## config.mk

```make
export PLATFORM = sky130hd
export DESIGN_NAME = serial_addsub_flat
export DESIGN_NICKNAME = d
export VERILOG_FILES = /design/src/rtl/serial_addsub_pkg.sv /design/src/rtl/serial_addsub_if.sv /design/src/rtl/addsub_cell_1bit.sv /design/src/rtl/serial_addsub.sv /design/src/flat_wrapper.sv
export SDC_FILE = /design/constraint.sdc
export NUM_CORES = 1
export LEC_CHECK = 0
export CAP_MARGIN = 10
export CORE_ASPECT_RATIO = 1.2
export CORE_MARGIN = 2
export CORE_UTILIZATION = 35
export CTS_BUF_LIST = sky130_fd_sc_hd__clkbuf_4
export DETAILED_ROUTE_END_ITERATION = 8
export GPL_TIMING_DRIVEN = 1
export PLACE_DENSITY = 0.6
export SYNTH_ARGS = -nofsm -noshare
export SYNTH_HDL_FRONTEND = slang
export SYNTH_HIERARCHICAL = 1
export SYNTH_SLANG_ARGS = --single-unit
```

## constraint.sdc

```tcl
create_clock -name clk -period 2.9 [get_ports clk]
set_input_delay 0.58 -clock clk [delete_from_list [all_inputs] [get_ports clk]]
set_output_delay 0.58 -clock clk [all_outputs]
set_load 0.05 [all_outputs]
```

## src/rtl/serial_addsub_pkg.sv

```systemverilog
// serial_addsub_pkg
//   Shared definitions for the bit-serial adder/subtractor: FSM state
//   encoding, operation select constants and the default operand width.
//   Optional feature macro used by the files of this block: SERIAL_ADDSUB_OVF_EN
//   (adds the signed-overflow output).
package serial_addsub_pkg;

   // Default operand/result width in bits (legal range 2..32).
   localparam int unsigned DEFAULT_WIDTH = 8;

   // Operation select carried on the op input.
   localparam logic OP_SUB = 1'b0;
   localparam logic OP_ADD = 1'b1;

   typedef enum logic [1:0] {
      StIdle = 2'd0,
      StRun  = 2'd1,
      StDone = 2'd2
   } state_e;

endpackage

```

## src/rtl/serial_addsub_if.sv

```systemverilog
// serial_addsub_if
//   Request/response bundle of the bit-serial adder/subtractor.
//   Parameter WIDTH : operand/result width.
//   Signals:
//     start  - request, sampled at a clk edge while the unit is accepting
//     op     - 0 = subtract (a-b), 1 = add (a+b)
//     a, b   - operands, sampled with start
//     busy   - high while an operation is running
//     done   - one-cycle pulse, result valid
//     result - difference/sum
//     cout   - final borrow (sub) or carry (add)
//     ovf    - signed overflow (only with SERIAL_ADDSUB_OVF_EN defined)
//   Modports: master drives the request, slave is the arithmetic unit.
interface serial_addsub_if #(
   parameter int unsigned WIDTH = serial_addsub_pkg::DEFAULT_WIDTH
) ();

   logic             start;
   logic             op;
   logic [WIDTH-1:0] a;
   logic [WIDTH-1:0] b;
   logic             busy;
   logic             done;
   logic [WIDTH-1:0] result;
   logic             cout;
`ifdef SERIAL_ADDSUB_OVF_EN
   logic             ovf;
`endif

   modport master (
      output start, op, a, b,
`ifdef SERIAL_ADDSUB_OVF_EN
      input  ovf,
`endif
      input  busy, done, result, cout
   );

   modport slave (
      input  start, op, a, b,
`ifdef SERIAL_ADDSUB_OVF_EN
      output ovf,
`endif
      output busy, done, result, cout
   );

endinterface

```

## src/rtl/addsub_cell_1bit.sv

```systemverilog
// addsub_cell_1bit
//   One-bit combinational add/subtract cell used serially by serial_addsub.
//   Ports:
//     i_a, i_b  - operand bits
//     i_cin     - incoming carry (add) or borrow (sub)
//     i_op      - OP_SUB / OP_ADD
//     o_s       - sum or difference bit
//     o_cout    - outgoing carry (add) or borrow (sub)
module addsub_cell_1bit
   import serial_addsub_pkg::*;
(
   input  logic i_a,
   input  logic i_b,
   input  logic i_cin,
   input  logic i_op,
   output logic o_s,
   output logic o_cout
);

   logic w_p;

   // Sum and difference bits are the same XOR; only the carry/borrow differs.
   assign w_p = i_a ^ i_b;
   assign o_s = w_p ^ i_cin;

   always_comb begin
      o_cout = 1'b0;
      unique case (i_op)
         OP_ADD: o_cout = (i_a & i_b) | (i_cin & w_p);
         OP_SUB: o_cout = (~i_a & i_b) | (~w_p & i_cin);
         default: o_cout = 1'b0;
      endcase
   end

endmodule

```

## src/rtl/serial_addsub.sv

```systemverilog
// serial_addsub
//   Bit-serial adder/subtractor. One bit per clock, LSB first, through a
//   single addsub_cell_1bit. An accepted start latches the operands; WIDTH
//   RUN cycles follow, then one DONE cycle with done=1.
//   Optional feature: define SERIAL_ADDSUB_OVF_EN to add the ovf output
//   (carry into MSB XOR carry/borrow out of MSB).
//   Ports:
//     clk    - rising-edge clock
//     rst_n  - asynchronous active-low reset
//     bus    - serial_addsub_if.slave (start/op/a/b in; busy/done/result/cout/ovf out)
module serial_addsub
   import serial_addsub_pkg::*;
#(
   parameter int unsigned WIDTH = DEFAULT_WIDTH
) (
   input  logic           clk,
   input  logic           rst_n,
   serial_addsub_if.slave bus
);

   localparam int unsigned  CntW    = $clog2(WIDTH);
   localparam logic [CntW-1:0] LastCnt = CntW'(WIDTH - 1);

   state_e            r_state;
   state_e            w_state_d;
   logic [WIDTH-1:0]  r_a;
   logic [WIDTH-1:0]  r_b;
   logic              r_op;
   logic [CntW-1:0]   r_cnt;
   logic              r_carry;
   logic [WIDTH-1:0]  r_result;
`ifdef SERIAL_ADDSUB_OVF_EN
   logic              r_ovf;
`endif

   logic              w_accept;
   logic              w_step;
   logic              w_last;
   logic              w_sum;
   logic              w_cout;

   addsub_cell_1bit u_cell (
      .i_a    (r_a[r_cnt]),
      .i_b    (r_b[r_cnt]),
      .i_cin  (r_carry),
      .i_op   (r_op),
      .o_s    (w_sum),
      .o_cout (w_cout)
   );

   // Next-state logic. A start in DONE is accepted directly so back-to-back
   // operations run every WIDTH+1 cycles.
   always_comb begin
      w_state_d = r_state;
      w_accept  = 1'b0;
      w_step    = 1'b0;
      w_last    = 1'b0;
      unique case (r_state)
         StIdle: begin
            if (bus.start) begin
               w_accept  = 1'b1;
               w_state_d = StRun;
            end
         end
         StRun: begin
            w_step = 1'b1;
            if (r_cnt == LastCnt) begin
               w_last    = 1'b1;
               w_state_d = StDone;
            end
         end
         StDone: begin
            if (bus.start) begin
               w_accept  = 1'b1;
               w_state_d = StRun;
            end else begin
               w_state_d = StIdle;
            end
         end
         default: w_state_d = StIdle;
      endcase
   end

   always_ff @(posedge clk or negedge rst_n) begin
      if (!rst_n) begin
         r_state <= StIdle;
      end else begin
         r_state <= w_state_d;
      end
   end

   always_ff @(posedge clk or negedge rst_n) begin
      if (!rst_n) begin
         r_a      <= '0;
         r_b      <= '0;
         r_op     <= 1'b0;
         r_cnt    <= '0;
         r_carry  <= 1'b0;
         r_result <= '0;
`ifdef SERIAL_ADDSUB_OVF_EN
         r_ovf    <= 1'b0;
`endif
      end else if (w_accept) begin
         r_a     <= bus.a;
         r_b     <= bus.b;
         r_op    <= bus.op;
         r_cnt   <= '0;
         r_carry <= 1'b0;
      end else if (w_step) begin
         r_result[r_cnt] <= w_sum;
         r_carry         <= w_cout;
         r_cnt           <= r_cnt + CntW'(1);
`ifdef SERIAL_ADDSUB_OVF_EN
         // At the MSB, r_carry is the carry/borrow into that bit.
         if (w_last) begin
            r_ovf <= r_carry ^ w_cout;
         end
`endif
      end
   end

   assign bus.busy   = (r_state == StRun);
   assign bus.done   = (r_state == StDone);
   assign bus.result = r_result;
   assign bus.cout   = r_carry;
`ifdef SERIAL_ADDSUB_OVF_EN
   assign bus.ovf    = r_ovf;
`endif

endmodule

```

## src/flat_wrapper.sv

```systemverilog
// flat-port wrapper written by rule: the top's interface ports become plain ports
module serial_addsub_flat import serial_addsub_pkg::*;
#(
   parameter int unsigned WIDTH = DEFAULT_WIDTH
)
  (clk, rst_n, bus_start, bus_op, bus_a, bus_b, bus_busy, bus_done, bus_result, bus_cout);
  serial_addsub_if #(.WIDTH(WIDTH)) bus_i ();
  input  logic clk;
  input  logic rst_n;
  input wire logic [$bits(bus_i.start)-1:0] bus_start;
  input wire logic [$bits(bus_i.op)-1:0] bus_op;
  input wire logic [$bits(bus_i.a)-1:0] bus_a;
  input wire logic [$bits(bus_i.b)-1:0] bus_b;
  output wire logic [$bits(bus_i.busy)-1:0] bus_busy;
  output wire logic [$bits(bus_i.done)-1:0] bus_done;
  output wire logic [$bits(bus_i.result)-1:0] bus_result;
  output wire logic [$bits(bus_i.cout)-1:0] bus_cout;
  assign bus_i.start = bus_start;
  assign bus_i.op = bus_op;
  assign bus_i.a = bus_a;
  assign bus_i.b = bus_b;
  assign bus_busy = bus_i.busy;
  assign bus_done = bus_i.done;
  assign bus_result = bus_i.result;
  assign bus_cout = bus_i.cout;
  serial_addsub #(.WIDTH(WIDTH)) u_core (.clk(clk), .rst_n(rst_n), .bus(bus_i));
endmodule
```

==> flow_summary.json <==
{
  "cts.sinks": 31,
  "final.fill_count": 395,
  "grt_pass1_vias": 933,
  "chipWidth_um": 62.4,
  "drc_errors": 0,
  "run_status": "complete, no violations",
  "finalCoreUtilization_pct": 46.8,
  "worst_ep_required_time_ns": 3.12,
  "yosys-top-cells-count": "dfrtp_1 (31), mux2_2 (27), nor2b_1 (4)",
  "worst_pin_slew_ns": 0.495,
  "multi_input_logic_area_um2": 613,
  "max_cap_violations": 0,
  "edff_count_synth": 0,
  "ys_types": 22,
  "num_vias": 898,
  "global_route.overflow_total": 0,
  "yosys_warnings": 6,
  "ff_latch_area_um2": 776,
  "ys.flop_type": "dfrtp_1",
  "syn-cell-area_um2": 1430,
  "drt-vias-per-instance": 4.80,
  "fmaxAchievable_ghz": 0.387,
  "syn-mean-instance-area_um2": 14.6,
  "cts_hold_buffers": 0,
  "cts_max_level": 2,
  "cts_max_path_buffers": 2,
  "yosys.cell_count.top_type": "dfrtp_1",
  "power.ir.vdd_worst_uv": 334,
  "fin_crit_ns": 2.59,
  "final.setup.tns_ns": 0,
  "layout-drive-gt1-share_pct": 30.8,
  "clkLatencyLatePin_ns": 0.33,
  "synthesis.instances": 98,
  "globalplace.congestion": 0.726,
  "post-cts-setup-buffers": 0,
  "ant_nets": 0,
  "period_share_pct": 89.2,
  "grt_start_max_net_pins": 32,
  "hold_path.class": "flop to flop",
  "antenna_cells": 0,
  "initial_cell_density_of_the_core_pct": 36.4,
  "leakagePower_nw": 0.770,
  "crit_path_start_kind": "flop",
  "area_delta_synth_final_pct": 28.5,
  "power.density_cell_area_nw_per_um2": 1230,
  "placementRows": 25,
  "grt_usage_pct": 12.2,
  "dieArea_um2": 4630,
  "drt_iter0_markers": 23,
  "place_hpwl_um": 1760,
  "post_route_hold_slack_ns": 0.507,
  "synth_top_area_share_pct": 54.1,
  "synth_top_cell_by_area": "dfrtp_1",
  "antenna_found_initial": 0,
  "floorplan.die.height_um": 74.1,
  "cts_clk_pin_slew_worst_paths_ns": 0.10,
  "routedWlPerCell_um": 12.8,
  "critical_path_type": "flop to flop",
  "synth.top_cells.by_area": "dfrtp_1 (54%), mux2_2 (21%), mux4_1 (3.7%)",
  "post_cts_resized": 0,
  "maxSlewViolCount": 0,
  "slew-limit-headroom_pct": 66.9,
  "crit_fanout": 11,
  "io_buffer_count": 30,
  "synthArstFlopShare_pct": 100,
  "postRouteWirelength_um": 2390,
  "post-layout-total-power_w": 0.00226,
  "tritoncts": "built",
  "boundaryPins": 31,
  "final_nets": 156,
  "worst_case_clock_skew_ns": 0.00836,
  "cts-buffers-inserted": 5,
  "critical_path.endpoint_type": "flop",
  "cts_root_buffer": "clkbuf_4",
  "setup_viol": 0,
  "number_of_iterations_in_the_first_detailed_routing_pass": 3,
  "synth_register_bits": 31,
  "core_um2": 3940,
  "syn_nets": 122,
  "global_route_wire_length_before_repair_um": 4220,
  "synth-seq-area-share_pct": 54.1,
  "rsz0062_at_grt": "no",
  "worstPathArrival_ns": 2.81,
  "final_hold_vios": 0
}
[kinds of logic after synthesis]
family / share of synthesized area [%]
muxes: 28.0
DFF: 54.1
and+or+nand+nor: 6.98
buffers and inverters: 3.14
AOI/OAI and AO/OA: 3.23
adders and majority gates: 4.54
[stage by stage]
step           setup slack (ns)  instance area [µm²]  cells
3_3_place_gp              0.358                 1790    179
3_5_place_dp              0.296                 1790    179
5_1_grt                   0.153                 1840    187
6_report                  0.314                 1840    187
2_1_floorplan             0.618                 1430     98
4_1_cts                   0.292                 1840    187
[where the power goes]
part           leakage (nW)  total, W  switching (W)  internal [W]
clock network        0.0347  0.000232       0.000142     0.0000899
logic                 0.365   0.00121       0.000605      0.000603
registers             0.370  0.000824       0.000172      0.000651
total                 0.770   0.00226       0.000919       0.00134
[cell usage in the layout (no fill, tap or decap)]
cell             instances
inv_1                    3
mux4_1                   2
mux4_2                   2
o21ai_1                  1
clkdlybuf4s50_1         30
nor2b_1                  4
nand3b_1                 1
nand4_1                  1
nor3b_2                  1
dfrtp_1                 31
nand2_1                  3
nand4b_1                 1
nand3_1                  3
clkbuf_4                 5
and2_1                   1
buf_4                    3
ha_1                     2
fa_1                     2
a22o_1                   3
a21o_1                   2
clkinv_2                 3
nor2_1                   2
mux2_2                  27
[worst max-delay path, cell delays in order, from the launching register on]
cell and delay [ns]:
dfrtp_1 0.65, mux4_1 0.60, mux2_2 0.32, fa_1 0.60, mux2_2 0.31
[path summary, 6_finish.rpt]
kind / cells after the start / end / start / slack, ns
worst min register to register: 1 / u_core/r_a[6] / u_core/r_a[6] / 0.51
worst max-delay path: 4 / u_core/bus.result[7] / u_core/r_cnt[0] / 0.31
min in group asynchronous: 2 / u_core/bus.result[3] / rst_n / 0.64
worst min-delay path: 1 / u_core/r_a[6] / u_core/r_a[6] / 0.51
worst max register to register: 4 / u_core/bus.result[7] / u_core/r_cnt[0] / 0.31
max in group asynchronous: 2 / u_core/r_a[3] / rst_n / 1.98
[final cells by class]
| class | instances | area share [%] |
|---|---|---|
| Sequential cell | 31 | 42.1 |
| Multi-Input combinational cell | 58 | 33.3 |
| Timing Repair Buffer | 33 | 17.5 |
| Tap cell | 54 | 3.67 |
| Clock buffer | 5 | 2.04 |
| Clock inverter | 3 | 0.815 |
| Inverter | 3 | 0.611 |
[sequential cells by signal, summed over array words and instances (netlist names)]
name               count
u_core/r_a             8
u_core/r_state         2
u_core/r_cnt           3
u_core/bus.cout        1
u_core/r_b             8
u_core/r_op            1
u_core/bus.result      8
[per-layer routing]
metal  track usage, %  share of wire, %  vias to the layer above  wire, µm
li1                 -                 -                      416         -
met1             12.7                41                      450       978
met2             21.6                51                       26      1210
met3             4.69               6.1                        6       146
met4             6.67               2.3                        0        56
met5                0                 0                        -         0
Power figures use the tool's default switching activity.
